==> config.mk <==
export PLATFORM = sky130hd
export DESIGN_NAME = dpu_ctrl_flat
export DESIGN_NICKNAME = d
export VERILOG_FILES = /design/src/rtl/dpu_pkg.sv /design/src/rtl/dpu_if.sv /design/src/rtl/dpu_mac.sv /design/src/rtl/dpu_ctrl.sv /design/src/flat_wrapper.sv
export SDC_FILE = /design/constraint.sdc
export NUM_CORES = 2
export LEC_CHECK = 0
export ABC_AREA = 1
export BUFFER_PORTS_ARGS = -buffer_cell sky130_fd_sc_hd__buf_4
export CAP_MARGIN = 20
export CORE_UTILIZATION = 50
export CTS_CLUSTER_SIZE = 25
export DETAILED_ROUTE_END_ITERATION = 8
export PLACE_DENSITY = 0.66
export SETUP_SLACK_MARGIN = 0.02
export SLEW_MARGIN = 40
export SYNTH_ARGS = -nofsm -noshare
export SYNTH_HDL_FRONTEND = slang
export SYNTH_SLANG_ARGS = --single-unit
==> constraint.sdc <==
create_clock -name clk -period 20.3 [get_ports clk]
set_input_delay 6.09 -clock clk [delete_from_list [all_inputs] [get_ports clk]]
set_output_delay 6.09 -clock clk [all_outputs]
set_load 0.02 [all_outputs]
==> src/rtl/dpu_pkg.sv <==
// Shared constants and types for the dot-product unit controller.
// Register addresses, STATUS/CTRL bit positions and the sequencer state type.
package dpu_pkg;

   localparam logic [31:0] DPU_CTRL = 32'd0;
   localparam logic [31:0] DPU_A    = 32'd4;
   localparam logic [31:0] DPU_B    = 32'd8;

   localparam int unsigned STAT_BUSY   = 0;
   localparam int unsigned STAT_DONE   = 1;
   localparam int unsigned STAT_OVF    = 2;
   localparam int unsigned STAT_WA_LSB = 8;
   localparam int unsigned STAT_WB_LSB = 12;

   localparam int unsigned CTRL_START = 0;
   localparam int unsigned CTRL_CLEAR = 1;

   typedef enum logic [1:0] {
      ST_IDLE,
      ST_RUN,
      ST_DONE
   } dpu_state_t;

endpackage

==> src/rtl/dpu_if.sv <==
// MMIO request/acknowledge port between the CPU splitter (master) and the DPU (slave).
interface dpu_if;

   logic        dp_req;
   logic        dp_lw;
   logic [31:0] dp_addr;
   logic [31:0] dp_write_data;
   logic        dp_ack;
   logic [31:0] dp_read_data;

   modport master (
      output dp_req, dp_lw, dp_addr, dp_write_data,
      input  dp_ack, dp_read_data
   );

   modport slave (
      input  dp_req, dp_lw, dp_addr, dp_write_data,
      output dp_ack, dp_read_data
   );

endinterface

==> src/rtl/dpu_mac.sv <==
// Registered multiply-accumulate; the product and the sum both wrap modulo 2^32.
module dpu_mac (
   input  logic        clk,
   input  logic        rst,
   input  logic        clr,
   input  logic        en,
   input  logic [31:0] a,
   input  logic [31:0] b,
   output logic [31:0] acc
);

   logic [31:0] prod;

   assign prod = a * b;

   always_ff @(posedge clk or posedge rst) begin
      if (rst) begin
         acc <= '0;
      end else if (clr) begin
         acc <= '0;
      end else if (en) begin
         acc <= acc + prod;
      end
   end

endmodule

==> src/rtl/dpu_ctrl.sv <==
// Memory-mapped front end and sequencer for the dot-product unit: buffers
// operand vectors A/B and steps one multiply-accumulate per cycle over them.
module dpu_ctrl
   import dpu_pkg::*;
#(
   parameter int unsigned DEPTH = 8,
   parameter int unsigned PW    = $clog2(DEPTH + 1)
) (
   input  logic clk,
   input  logic rst,
   dpu_if.slave dp
);

   localparam logic [PW-1:0] FULL = PW'(DEPTH);
   localparam logic [PW-1:0] ONE  = PW'(1);

   dpu_state_t    state_q, state_d;
   logic [PW-1:0] wa_q, wb_q, idx_q, n_q, n_last_q;
   logic [PW-1:0] n_next, n_done;
   logic          ovf_q;
   logic          ack_q;
   logic [31:0]   rdata_q, rd_mux, status;
   logic [31:0]   buf_a [DEPTH];
   logic [31:0]   buf_b [DEPTH];
   logic [31:0]   a_op, b_op, acc;

   logic stall, accept, wr_acc, rd_acc;
   logic ctrl_wr, clear, start, push_a, push_b;
   logic mac_clr, mac_en, enter_done;

   // Operand pushes cannot land while the sequencer is reading the buffers.
   assign stall  = (state_q == ST_RUN) && !dp.dp_lw &&
                   ((dp.dp_addr == DPU_A) || (dp.dp_addr == DPU_B));
   assign accept = dp.dp_req && !ack_q && !stall;
   assign wr_acc = accept && !dp.dp_lw;
   assign rd_acc = accept && dp.dp_lw;

   assign ctrl_wr = wr_acc && (dp.dp_addr == DPU_CTRL);
   assign clear   = ctrl_wr && dp.dp_write_data[CTRL_CLEAR];
   assign start   = ctrl_wr && dp.dp_write_data[CTRL_START] && !clear &&
                    (state_q != ST_RUN);
   assign push_a  = wr_acc && (dp.dp_addr == DPU_A);
   assign push_b  = wr_acc && (dp.dp_addr == DPU_B);

   assign n_next = (wa_q < wb_q) ? wa_q : wb_q;

   always_comb begin
      state_d    = state_q;
      mac_clr    = 1'b0;
      mac_en     = 1'b0;
      enter_done = 1'b0;
      n_done     = n_q;
      if (clear) begin
         state_d = ST_IDLE;
         mac_clr = 1'b1;
      end else begin
         case (state_q)
            ST_IDLE, ST_DONE: begin
               if (start) begin
                  mac_clr = 1'b1;
                  if (n_next == '0) begin
                     state_d    = ST_DONE;
                     enter_done = 1'b1;
                     n_done     = '0;
                  end else begin
                     state_d = ST_RUN;
                  end
               end
            end
            ST_RUN: begin
               mac_en = 1'b1;
               if (idx_q + ONE == n_q) begin
                  state_d    = ST_DONE;
                  enter_done = 1'b1;
               end
            end
            default: state_d = ST_IDLE;
         endcase
      end
   end

   always_comb begin
      a_op = '0;
      b_op = '0;
      for (int unsigned i = 0; i < DEPTH; i++) begin
         if (idx_q == PW'(i)) begin
            a_op = buf_a[i];
            b_op = buf_b[i];
         end
      end
   end

   always_comb begin
      status                     = '0;
      status[STAT_BUSY]          = (state_q == ST_RUN);
      status[STAT_DONE]          = (state_q == ST_DONE);
      status[STAT_OVF]           = ovf_q;
      status[STAT_WA_LSB +: 4]   = 4'(wa_q);
      status[STAT_WB_LSB +: 4]   = 4'(wb_q);
   end

   always_comb begin
      rd_mux = '0;
      case (dp.dp_addr)
         DPU_CTRL: rd_mux = status;
         DPU_A:    rd_mux = acc;
         DPU_B:    rd_mux = 32'(n_last_q);
         default:  rd_mux = '0;
      endcase
   end

   always_ff @(posedge clk or posedge rst) begin
      if (rst) begin
         state_q  <= ST_IDLE;
         wa_q     <= '0;
         wb_q     <= '0;
         idx_q    <= '0;
         n_q      <= '0;
         n_last_q <= '0;
         ovf_q    <= 1'b0;
         ack_q    <= 1'b0;
         rdata_q  <= '0;
      end else begin
         state_q <= state_d;
         ack_q   <= accept;
         rdata_q <= rd_acc ? rd_mux : '0;
         if (clear) begin
            wa_q     <= '0;
            wb_q     <= '0;
            idx_q    <= '0;
            n_last_q <= '0;
            ovf_q    <= 1'b0;
         end else begin
            if (start) begin
               idx_q <= '0;
               n_q   <= n_next;
            end else if (mac_en) begin
               idx_q <= idx_q + ONE;
            end
            // Completion consumes the operands; a stalled push then lands at slot 0.
            if (enter_done) begin
               wa_q     <= '0;
               wb_q     <= '0;
               n_last_q <= n_done;
            end
            if (push_a) begin
               if (wa_q == FULL) ovf_q <= 1'b1;
               else              wa_q  <= wa_q + ONE;
            end
            if (push_b) begin
               if (wb_q == FULL) ovf_q <= 1'b1;
               else              wb_q  <= wb_q + ONE;
            end
         end
      end
   end

   always_ff @(posedge clk) begin
      for (int unsigned i = 0; i < DEPTH; i++) begin
         if (push_a && (wa_q != FULL) && (wa_q == PW'(i))) buf_a[i] <= dp.dp_write_data;
         if (push_b && (wb_q != FULL) && (wb_q == PW'(i))) buf_b[i] <= dp.dp_write_data;
      end
   end

   dpu_mac u_mac (
      .clk (clk),
      .rst (rst),
      .clr (mac_clr),
      .en  (mac_en),
      .a   (a_op),
      .b   (b_op),
      .acc (acc)
   );

   assign dp.dp_ack       = ack_q;
   assign dp.dp_read_data = rdata_q;

endmodule
==> src/flat_wrapper.sv <==
// flat-port wrapper written by rule: the top's interface ports become plain ports
module dpu_ctrl_flat import dpu_pkg::*;
#(
   parameter int unsigned DEPTH = 8,
   parameter int unsigned PW    = $clog2(DEPTH + 1)
)
  (clk, rst, dp_dp_req, dp_dp_lw, dp_dp_addr, dp_dp_write_data, dp_dp_ack, dp_dp_read_data);
  dpu_if dp_i ();
  input  logic clk;
  input  logic rst;
  input wire logic [$bits(dp_i.dp_req)-1:0] dp_dp_req;
  input wire logic [$bits(dp_i.dp_lw)-1:0] dp_dp_lw;
  input wire logic [$bits(dp_i.dp_addr)-1:0] dp_dp_addr;
  input wire logic [$bits(dp_i.dp_write_data)-1:0] dp_dp_write_data;
  output wire logic [$bits(dp_i.dp_ack)-1:0] dp_dp_ack;
  output wire logic [$bits(dp_i.dp_read_data)-1:0] dp_dp_read_data;
  assign dp_i.dp_req = dp_dp_req;
  assign dp_i.dp_lw = dp_dp_lw;
  assign dp_i.dp_addr = dp_dp_addr;
  assign dp_i.dp_write_data = dp_dp_write_data;
  assign dp_dp_ack = dp_i.dp_ack;
  assign dp_dp_read_data = dp_i.dp_read_data;
  dpu_ctrl #(.DEPTH(DEPTH), .PW(PW)) u_core (.clk(clk), .rst(rst), .dp(dp_i));
endmodule
==> metrics <==
status finished, final reports clean; RSZ-0062 raised after global routing false; Syn. warnings 0; count of unique library cells instantiated by Yosys just under 50; PortBufs 100; # Post-CTS Setup Buffers 0; core footprint 82400 sq um; hold buffers post-CTS 0; antenna viol nets, final 0; Final WS setup 9.35 ns; main flop type after synthesis edfxtp_1; Root Buffer clkbuf_16; Max transition margin approximately 43%; Post-Route Skew between 0.03 and 0.04 ns; clk buf depth 3; global route total overflow 0; Seq/Total Area, Yosys between 40% and 50%; layout cells sized above 1 7.86%; CP most frequent cell inv_1; clock latency on the worst-skew pair around 0.63 ns; initial antenna violation count 0; drc violations 0; Die X-Extent 291 um; Hold Slack between 0.5 and 0.6 ns; P&R area growth vs syn 9.21%; DRT Pass-1 Iters 6; most frequent cells in the layout 939 x nand2_1, 747 x inv_1, 553 x nor2_1; worst-margin pin slew 0.856 ns; Clk pin slew, worst setup/hold paths approximately 0.070 ns; Num CTS Buffers 67; Required @ worst endpoint roughly 21 ns; Max stage delay on crit path about 0.54 ns; kind of critical path reg -> reg; row cnt 105; DP Worst Slack between 9 and 10 ns; HPWL Detailed just over 80000 um; Worst Setup Start Kind register; GP Congestion 0.928; overall power roughly 2.5 mW; WL final 117000 um; Max Cap Viol 0; largest net degree at the start of global routing between 60 and 70; Leak about 20 nW; Starting Density approximately half; Die Footprint approximately 85000 sq um; ANT cells 0; fin. max-slew vios 0; cell area after synthesis roughly 42000 sq um; setup violators final 0; fin crit share 54.0%; clock sink total 600; fmax 0.0913 GHz; layout net count between 5000 and 6000; Die Y slightly below 300 um; H-Tree Level Count 3; post-CTS sizing 0; I/O pin total a little over 100; first-pass GRT wire length 181000 um; Slowest cell on crit path fa_1; commonest non-fill, non-tap cell in the layout nand2_1; PwrDens approximately 56 nW/um^2; crit path DAT approximately 11 ns; GR Util All Layers around 28%; number of synthesized flops with an enable pin slightly above 500; synthesized netlist cell count 4354; vias post-DR around 30000; final-layout fill cell count about 7200; 1st-iter DRT viols between 2000 and 3000; DR WL/cell about 21 um; syn nets between 4000 and 5000; vias in the first global route 30500; fin crit period between 10 and 15 ns; kind of end point of the critical path register; worst reg-to-reg setup slack between 9 and 10 ns; CTS tree done; Tightest Hold Check Type reg -> reg; CP Max Fanout 41; final hold vios 0; Synth async-reset ratio about 15%; VDD IR max just under 0.00009 V; count of state elements after synthesis 600; setup tns final 0 ns; Via density between 5 and 6; Mean Syn Cell Area 9.60 sq um
## report_power, final
part / internal (mW) / switching [mW] / total [mW]
registers: 1.34 / 0.000125 / 1.34
clock network: 0.659 / 0.510 / 1.17
logic: 0.00936 / 0.0252 / 0.0346
total: 2.01 / 0.535 / 2.54
## state kept, by name (all words and copies together) (netlist names)
register                count
u_core.idx_q                4
u_core.u_mac.acc           32
u_core.n_q                  4
u_core.wa_q                 4
u_core.buf_b              256
u_core.buf_a              256
u_core.dp.dp_ack            1
u_core.state_q              2
u_core.dp.dp_read_data     32
u_core.ovf_q                1
u_core.n_last_q             4
u_core.wb_q                 4
## metal layers
metal  global-route usage [%]  wire, um
met2                     45.9     55800
met4                     10.0      3970
met1                     39.0     48900
met5                        0         0
met3                     3.85      8430
## Yosys cell counts, types with 2 or more instances
master / count / share of area (%)
or2_0: 11 / 0.16
a21oi_2: 18 / 0.38
a21oi_1: 91 / 1.1
inv_2: 28 / 0.25
edfxtp_1: 512 / 37
fa_1: 438 / 21
nand3_1: 227 / 2.7
dfrtp_1: 88 / 5.3
a31o_2: 2 / 0.042
o311ai_0: 2 / 0.042
a31oi_1: 4 / 0.060
nor2_1: 554 / 5.0
clkinv_1: 13 / 0.12
buf_1: 6 / 0.054
o211ai_1: 3 / 0.054
clkbuf_1: 72 / 0.65
buf_4: 23 / 0.41
o21ai_1: 19 / 0.23
o22ai_1: 15 / 0.22
or2_1: 4 / 0.060
buf_2: 58 / 0.69
ha_1: 139 / 4.2
nand2_4: 2 / 0.054
nand2_1: 941 / 8.5
nand3b_1: 23 / 0.41
xor2_1: 17 / 0.36
a211oi_1: 4 / 0.072
o21bai_1: 2 / 0.036
a21o_1: 2 / 0.036
nor3_1: 40 / 0.48
xnor2_1: 16 / 0.34
nand2_2: 12 / 0.18
or2_2: 11 / 0.16
buf_6: 10 / 0.27
nor2_4: 3 / 0.081
nor4_1: 11 / 0.16
a21oi_4: 5 / 0.19
nand4_1: 101 / 1.5
o21ai_0: 67 / 0.80
nor2_2: 2 / 0.030
inv_1: 750 / 6.7
## worst max-delay path, delay by kind of cell, from the launching register on
family	cells	cell delay, ns
adders and majority gates	10	4.45
AOI/OAI and AO/OA	4	0.80
and+or+nand+nor	11	2.18
DFF	1	0.44
buffers and inverters	14	2.69
xor gates and xnor gates	1	0.18
## through the flow
step,cell area [sq um],cells,util [%]
after floorplan,41800,4354,-
after global placement,43500,5408,52.8
after detailed placement,43500,5408,52.8
after CTS,45600,5525,55.4
after global routing,45600,5525,55.4
final,45600,5525,55.4
## kinds of logic after synthesis
| kind of cell | share of synthesized area (%) |
|---|---|
| compound gates | 3.36 |
| flops | 42.1 |
| buf+inv | 9.18 |
| fa+ha+maj | 25.1 |
| mux | 0.0240 |
| xor+xnor | 0.692 |
| simple gates | 19.5 |
## cell type report
cell class | count | area (sq um) | area share [%]
Multi-Input combinational cell | 2794 | 20500 | 44.9
Sequential cell | 600 | 17600 | 38.5
Timing Repair Buffer | 153 | 1150 | 2.52
Clock inverter | 38 | 387 | 0.847
Tap cell | 1070 | 1340 | 2.93
Inverter | 791 | 2970 | 6.51
Clock buffer | 79 | 1730 | 3.79
## final timing paths
| path | end | start | cells past startpoint |
|---|---|---|---|
| worst max-delay path | u_core.u_mac.acc[30] | u_core.idx_q[0] | 40 |
| worst min-delay path | u_core.n_last_q[2] | u_core.n_last_q[2] | 2 |
| worst max register to register | u_core.u_mac.acc[30] | u_core.idx_q[0] | 40 |
| worst min register to register | u_core.n_last_q[2] | u_core.n_last_q[2] | 2 |
| max in group asynchronous | u_core.idx_q[0] | rst | 3 |
| min in group asynchronous | u_core.u_mac.acc[16] | rst | 2 |
Note: power is estimated with default switching activity, not from simulation.
